File: config.mk
export PLATFORM = sky130hd
export DESIGN_NAME = mem_wb_stage
export DESIGN_NICKNAME = d
export VERILOG_FILES = /design/src/rtl/mem_wb_stage.sv
export SDC_FILE = /design/constraint.sdc
export NUM_CORES = 1
export LEC_CHECK = 0
export ABC_AREA = 1
export CORE_MARGIN = 5
export CORE_UTILIZATION = 40
export CTS_CLUSTER_DIAMETER = 40
export DETAILED_ROUTE_END_ITERATION = 7
export PLACE_DENSITY = 0.76
export SLEW_MARGIN = 30
export SYNTH_ARGS = -nofsm -noshare
export SYNTH_HDL_FRONTEND = slang
export SYNTH_SLANG_ARGS = --single-unit
File: constraint.sdc
create_clock -name clk -period 5.7 [get_ports clk]
set_input_delay 1.14 -clock clk [delete_from_list [all_inputs] [get_ports clk]]
set_output_delay 1.14 -clock clk [all_outputs]
set_load 0.05 [all_outputs]
File: src/rtl/mem_wb_stage.sv
// ---------------------------------------------------------------------------
// mem_wb_stage
//
// Memory / writeback controller fed by the X->M pipeline register of the
// 3-stage RISC-V core. Issues data-memory requests over a ready/valid
// handshake, formats returned load data by funct3, drives the register-file
// write port and raises stall while a memory access is outstanding.
//
// Ports
//   clk, rst          : clock, asynchronous active-high reset
//   funct3_m          : load/store width and signedness of the M instruction
//   wb_sel_m          : writeback source (0 load, 1 ALU, 2 PC+4, 3 ALU)
//   reg_we_m          : instruction writes rd
//   dmem_rw_m         : byte write enables (nonzero = store)
//   kill_m            : M instruction squashed
//   alu_m             : ALU result / memory address
//   pc4_m             : PC+4
//   store_data_m      : lane-aligned store data
//   rd_m              : destination register
//   mem_req/we/addr/wdata : request side of the data-memory handshake
//   mem_ready         : memory accepts the request this cycle
//   mem_rvalid/rdata  : read data return
//   stall             : freeze upstream pipeline registers
//   rf_we/wa/wd       : register-file write port
// ---------------------------------------------------------------------------
module mem_wb_stage #(
   parameter int XLEN = 32
) (
   input  logic            clk,
   input  logic            rst,
   input  logic [2:0]      funct3_m,
   input  logic [1:0]      wb_sel_m,
   input  logic            reg_we_m,
   input  logic [3:0]      dmem_rw_m,
   input  logic            kill_m,
   input  logic [XLEN-1:0] alu_m,
   input  logic [XLEN-1:0] pc4_m,
   input  logic [XLEN-1:0] store_data_m,
   input  logic [4:0]      rd_m,
   output logic            mem_req,
   output logic [3:0]      mem_we,
   output logic [XLEN-1:0] mem_addr,
   output logic [XLEN-1:0] mem_wdata,
   input  logic            mem_ready,
   input  logic            mem_rvalid,
   input  logic [XLEN-1:0] mem_rdata,
   output logic            stall,
   output logic            rf_we,
   output logic [4:0]      rf_wa,
   output logic [XLEN-1:0] rf_wd
);

   typedef enum logic [1:0] {
      S_IDLE      = 2'd0,
      S_WAIT_ACK  = 2'd1,
      S_WAIT_DATA = 2'd2,
      S_WB        = 2'd3
   } state_t;

   state_t            r_state;
   state_t            w_state_next;

   // Request captured at issue time; replayed while waiting for acceptance.
   logic [XLEN-1:0]   r_addr;
   logic [3:0]        r_we;
   logic [XLEN-1:0]   r_wdata;
   logic [2:0]        r_funct3;
   logic [4:0]        r_rd;
   logic [1:0]        r_off;
   logic              r_is_load;
   logic [XLEN-1:0]   r_data;
   // Set when a held store is accepted while stall is still high: the same
   // store is still presented in M on the next cycle and must not reissue.
   logic              r_done;

   logic              w_store;
   logic              w_load;
   logic              w_issue;
   logic              w_stall_int;
   logic              w_done_next;
   logic [7:0]        w_byte;
   logic [15:0]       w_half;
   logic [XLEN-1:0]   w_ld_fmt;

   // A store wins if an instruction would otherwise look like both.
   assign w_store = !kill_m && (dmem_rw_m != 4'h0);
   assign w_load  = !kill_m && reg_we_m && (wb_sel_m == 2'd0) && !w_store;

   // Load data formatting from the latched byte offset and funct3.
   always_comb begin
      w_byte = 8'h00;
      case (r_off)
         2'd0: w_byte = mem_rdata[7:0];
         2'd1: w_byte = mem_rdata[15:8];
         2'd2: w_byte = mem_rdata[23:16];
         2'd3: w_byte = mem_rdata[31:24];
         default: w_byte = 8'h00;
      endcase
      w_half = r_off[1] ? mem_rdata[31:16] : mem_rdata[15:0];
      w_ld_fmt = mem_rdata;
      case (r_funct3)
         3'b000:  w_ld_fmt = {{(XLEN-8){w_byte[7]}}, w_byte};
         3'b001:  w_ld_fmt = {{(XLEN-16){w_half[15]}}, w_half};
         3'b100:  w_ld_fmt = {{(XLEN-8){1'b0}}, w_byte};
         3'b101:  w_ld_fmt = {{(XLEN-16){1'b0}}, w_half};
         default: w_ld_fmt = mem_rdata;
      endcase
   end

   // Next-state and output logic.
   always_comb begin
      w_state_next = r_state;
      w_issue      = 1'b0;
      w_stall_int  = 1'b0;
      mem_req      = 1'b0;
      mem_we       = 4'h0;
      mem_addr     = '0;
      mem_wdata    = '0;
      stall        = 1'b0;
      rf_we        = 1'b0;
      rf_wa        = 5'd0;
      rf_wd        = '0;

      case (r_state)
         S_IDLE: begin
            if (r_done) begin
               // Store already accepted; let the pipeline advance.
            end else if (w_store || w_load) begin
               w_issue   = 1'b1;
               mem_req   = 1'b1;
               mem_we    = w_store ? dmem_rw_m : 4'h0;
               mem_addr  = {alu_m[XLEN-1:2], 2'b00};
               mem_wdata = store_data_m;
               if (w_store) begin
                  if (!mem_ready) begin
                     w_stall_int  = 1'b1;
                     w_state_next = S_WAIT_ACK;
                  end
               end else begin
                  w_stall_int  = 1'b1;
                  w_state_next = mem_ready ? S_WAIT_DATA : S_WAIT_ACK;
               end
            end else if (!kill_m) begin
               rf_we = reg_we_m && (rd_m != 5'd0);
               rf_wa = rd_m;
               rf_wd = (wb_sel_m == 2'd2) ? pc4_m : alu_m;
            end
         end
         S_WAIT_ACK: begin
            mem_req     = 1'b1;
            mem_we      = r_we;
            mem_addr    = r_addr;
            mem_wdata   = r_wdata;
            w_stall_int = 1'b1;
            if (mem_ready) begin
               w_state_next = r_is_load ? S_WAIT_DATA : S_IDLE;
            end
         end
         S_WAIT_DATA: begin
            w_stall_int = 1'b1;
            if (mem_rvalid) begin
               w_state_next = S_WB;
            end
         end
         S_WB: begin
            rf_we        = (r_rd != 5'd0);
            rf_wa        = r_rd;
            rf_wd        = r_data;
            w_state_next = S_IDLE;
         end
         default: w_state_next = S_IDLE;
      endcase

      stall = w_stall_int;

      // Outputs are held at zero for the whole reset assertion, not just
      // after the first edge.
      if (rst) begin
         mem_req   = 1'b0;
         mem_we    = 4'h0;
         mem_addr  = '0;
         mem_wdata = '0;
         stall     = 1'b0;
         rf_we     = 1'b0;
         rf_wa     = 5'd0;
         rf_wd     = '0;
      end
   end

   assign w_done_next = w_stall_int
                      ? (r_done || ((r_state == S_WAIT_ACK) && mem_ready && !r_is_load))
                      : 1'b0;

   always_ff @(posedge clk or posedge rst) begin
      if (rst) begin
         r_state <= S_IDLE;
      end else begin
         r_state <= w_state_next;
      end
   end

   always_ff @(posedge clk or posedge rst) begin
      if (rst) begin
         r_addr    <= '0;
         r_we      <= 4'h0;
         r_wdata   <= '0;
         r_funct3  <= 3'd0;
         r_rd      <= 5'd0;
         r_off     <= 2'd0;
         r_is_load <= 1'b0;
         r_data    <= '0;
         r_done    <= 1'b0;
      end else begin
         r_done <= w_done_next;
         if (w_issue) begin
            r_addr    <= {alu_m[XLEN-1:2], 2'b00};
            r_we      <= w_store ? dmem_rw_m : 4'h0;
            r_wdata   <= store_data_m;
            r_funct3  <= funct3_m;
            r_rd      <= rd_m;
            r_off     <= alu_m[1:0];
            r_is_load <= w_load;
         end
         if ((r_state == S_WAIT_DATA) && mem_rvalid) begin
            r_data <= w_ld_fmt;
         end
      end
   end

endmodule

==> summary.md <==
| Metric | Value |
|---|---|
| Worst path required time | `about 4600 ps` |
| Vias in the first global route | `between 7000 and 8000` |
| Die H | `around 140 um` |
| Finished Layout Cells | `about 1500` |
| R2R Path End | `r_done$_DFF_PP0_` |
| Die width | `around 140 um` |
| Worst hold path type | `reg2reg` |
| Setup slack, reg-to-reg | `between 3000 and 4000 ps` |
| EDFF count, synth | `0` |
| TritonCTS Buffers | `9` |
| Skew final | `approximately 12 ps` |
| Most common cell in the synthesized netlist | `nand2_1` |
| Pre-Repair DR Iteration Count | `5` |
| Global placement routability congestion | `just over 1` |
| Root Driver | `clkbuf_16` |
| Slew Limit Headroom | `about two fifths` |
| Pwr Density | `450.0 nW/um^2` |
| Synth cell count leaders | `nand2_1 (429), a21oi_1 (133), dfrtp_1 (112)` |
| Initial Util | `between 40% and 50%` |
| CP Max Fanout | `47` |
| Cells after Synth | `1030` |
| Pwr Total | `between 4 and 5 mW` |
| Synthesis-to-layout area growth | `54.03%` |
| Post-CTS setup buffers | `0` |
| Io pins | `256` |
| Global-route wire length before repair | `40490 um` |
| Leakage | `4.884 nW` |
| Final setup viols | `0` |
| Antenna-violating nets left | `0` |
| CP Launch Type | `primary input` |
| Final Critical Period | `about 4700 ps` |
| Seq/Total Area, Yosys | `roughly two fifths` |
| Clock Path Buffers | `2` |
| Arrival time at the worst endpoint | `about 3500 ps` |
| CP Class | `in2out` |
| Gates resized, CTS repair | `0` |
| Worst Setup EP | `stall` |
| Reg2Reg Depth | `9` |
| Half-perimeter wire length after placement | `19400 um` |
| Top cells by area, synth | `dfrtp_1 (40%), nand2_1 (23%), a21oi_1 (9.4%)` |
| Fin nets | `roughly 1400` |
| Site row count | `48` |
| Clk Latency, worst-skew pair | `roughly 350 ps` |
| Routed WL per cell | `17.91 um` |
| Synth Register Bits | `112` |
| Yosys synthesis warning count | `0` |
| Clock sink total | `112` |
| Pre-CTS setup slack | `~960 ps` |
| Post-Place Cells | `1444` |
| Post-synthesis cell area | `7066 sq um` |
| Status | `finished clean` |
| Sum of negative setup slack | `0 ps` |
| Largest net degree at the start of global routing | `84` |
| Core Area | `between 15000 and 20000 sq um` |
| Worst slew pin tran | `between 900 and 1000 ps` |
| # H-tree levels | `3` |
| CTS tree | `built` |
| Initial antenna violation count | `1` |
| Post-Syn Area per Cell | `6.860 sq um` |
| Hold Fails Final Rpt | `0` |
| # fillers | `approximately 1500` |
| RR Startpoint | `r_state[0]$_DFFE_PP0P_` |
| Hold buffer count at cts | `0` |
| Setup crit start | `wb_sel_m[1]` |
| Synth top area share | `39.67%` |
| Max-Cap Viols | `0` |
| Die area | `20420 sq um` |
| Post-synthesis cell type count | `33` |
| Buffers on Ports | `between 200 and 300` |
| Final max-slew violation count | `0` |
| Asr flop ratio synth | `100.0%` |
| Synth area leader | `dfrtp_1` |
| Grt total ovfl | `0` |
| Initial DRC Count | `a little under 600` |
| DRC violations left | `0` |
| Fraction of layout cells with a size suffix above 1 | `approximately 14%` |
| Clock transition at the registers of the reported paths | `about 70 ps` |
| Worst setup margin | `1023 ps` |
| Vias | `a little under 8000` |
| Detailed-route vias per instance | `between 5 and 6` |
| RSZ-0062 raised after global routing | `false` |
| Post-synth top flop | `dfrtp_1` |
| Max IR drop VDD | `0.0002382 V` |
| GR Util All Layers | `between 20% and 30%` |
| Maximum clock frequency | `roughly 210 MHz` |
| Crit end category | `primary output` |
| Fin crit share | `82.05%` |
| Total Wirelength | `26170 um` |
| Share of the core filled with cells | `between 60 and 70%` |
-- how the worst min path moves through the flow --
stage / end / depth (start not counted) / from / slack [ps]
3_5_place_dp: r_addr[30]$_DFFE_PP0P_ / 2 / r_addr[30]$_DFFE_PP0P_ / 460
2_1_floorplan: r_addr[10]$_DFFE_PP0P_ / 2 / r_addr[10]$_DFFE_PP0P_ / 440
4_1_cts: r_addr[23]$_DFFE_PP0P_ / 2 / r_addr[23]$_DFFE_PP0P_ / 480
5_1_grt: r_wdata[26]$_DFFE_PP0P_ / 2 / r_wdata[26]$_DFFE_PP0P_ / 490
3_3_place_gp: r_addr[27]$_DFFE_PP0P_ / 2 / r_addr[27]$_DFFE_PP0P_ / 450
6_report: r_addr[30]$_DFFE_PP0P_ / 2 / r_addr[30]$_DFFE_PP0P_ / 470
-- cells in the final DEF (no fill, tap or decap), types with 4 or more instances in the layout --
cell             count
a21oi_1            133
a21oi_2              8
buf_12             102
buf_4               12
clkbuf_16            9
clkdlybuf4s50_1    150
dfrtp_1            111
ha_1                 4
inv_1               49
nand2_1            429
nand3_1            110
nand3_2             18
nor2_1              17
o211ai_1             7
o21ai_0             34
o21ai_1              6
-- through the flow --
stage	hold WS, ps	cell area [sq um]
global placement	452.5	10560
finish	472.4	10880
CTS	476.6	10880
global route	491.7	10880
floorplan	441.7	7073
detailed placement	458.3	10560
-- cell families after synthesis --
kind of cell / share of synthesized area [%]
compound gates: 14.36
other cells: 0.05307
flops: 39.67
simple gates: 35.88
buf+inv: 9.155
fa+ha+maj: 0.8854
-- sequential cells by signal (all words and copies together) (netlist names) --
| register | flops |
|---|---|
| r_addr | 30 |
| r_done | 1 |
| r_we | 4 |
| r_rd | 5 |
| r_funct3 | 3 |
| r_state | 2 |
| r_is_load | 1 |
| r_data | 32 |
| r_wdata | 32 |
| r_off | 2 |
-- critical path, cell delays in order --
cell,delay (ps)
clkdlybuf4s50_1,420
nor2_1,260
nand2_1,160
nand2_4,480
buf_4,440
nand3_1,110
nand2_1,80
nand2_1,60
nor2_1,180
buf_12,170
-- final cells by class --
| type | instances | area [sq um] | share of cell area (%) |
|---|---|---|---|
| Clock buffer | 10 | 229.0 | 2.104 |
| Clock inverter | 6 | 91.34 | 0.8393 |
| Sequential cell | 112 | 2804 | 25.76 |
| Antenna cell | 1 | 2.502 | 0.02299 |
| Timing Repair Buffer | 266 | 3650 | 33.54 |
| Multi-Input combinational cell | 788 | 3622 | 33.28 |
| Inverter | 53 | 202.7 | 1.862 |
| Tap cell | 225 | 281.5 | 2.587 |
-- report_power, final --
part	total, mW	switching, mW	internal [mW]
logic	2.76	1.71	1.05
registers	1.45	0.276	1.17
clock network	0.685	0.297	0.388
total	4.90	2.29	2.61
-- layer usage --
| metal | part of all wire (%) | global-route usage, % |
|---|---|---|
| met5 | 0 | 0 |
| met4 | 4.7 | 12.21 |
| met3 | 7.7 | 4.856 |
| met2 | 47 | 40.55 |
| met1 | 40 | 32.07 |
No activity file was read; power rests on OpenSTA's default activity.
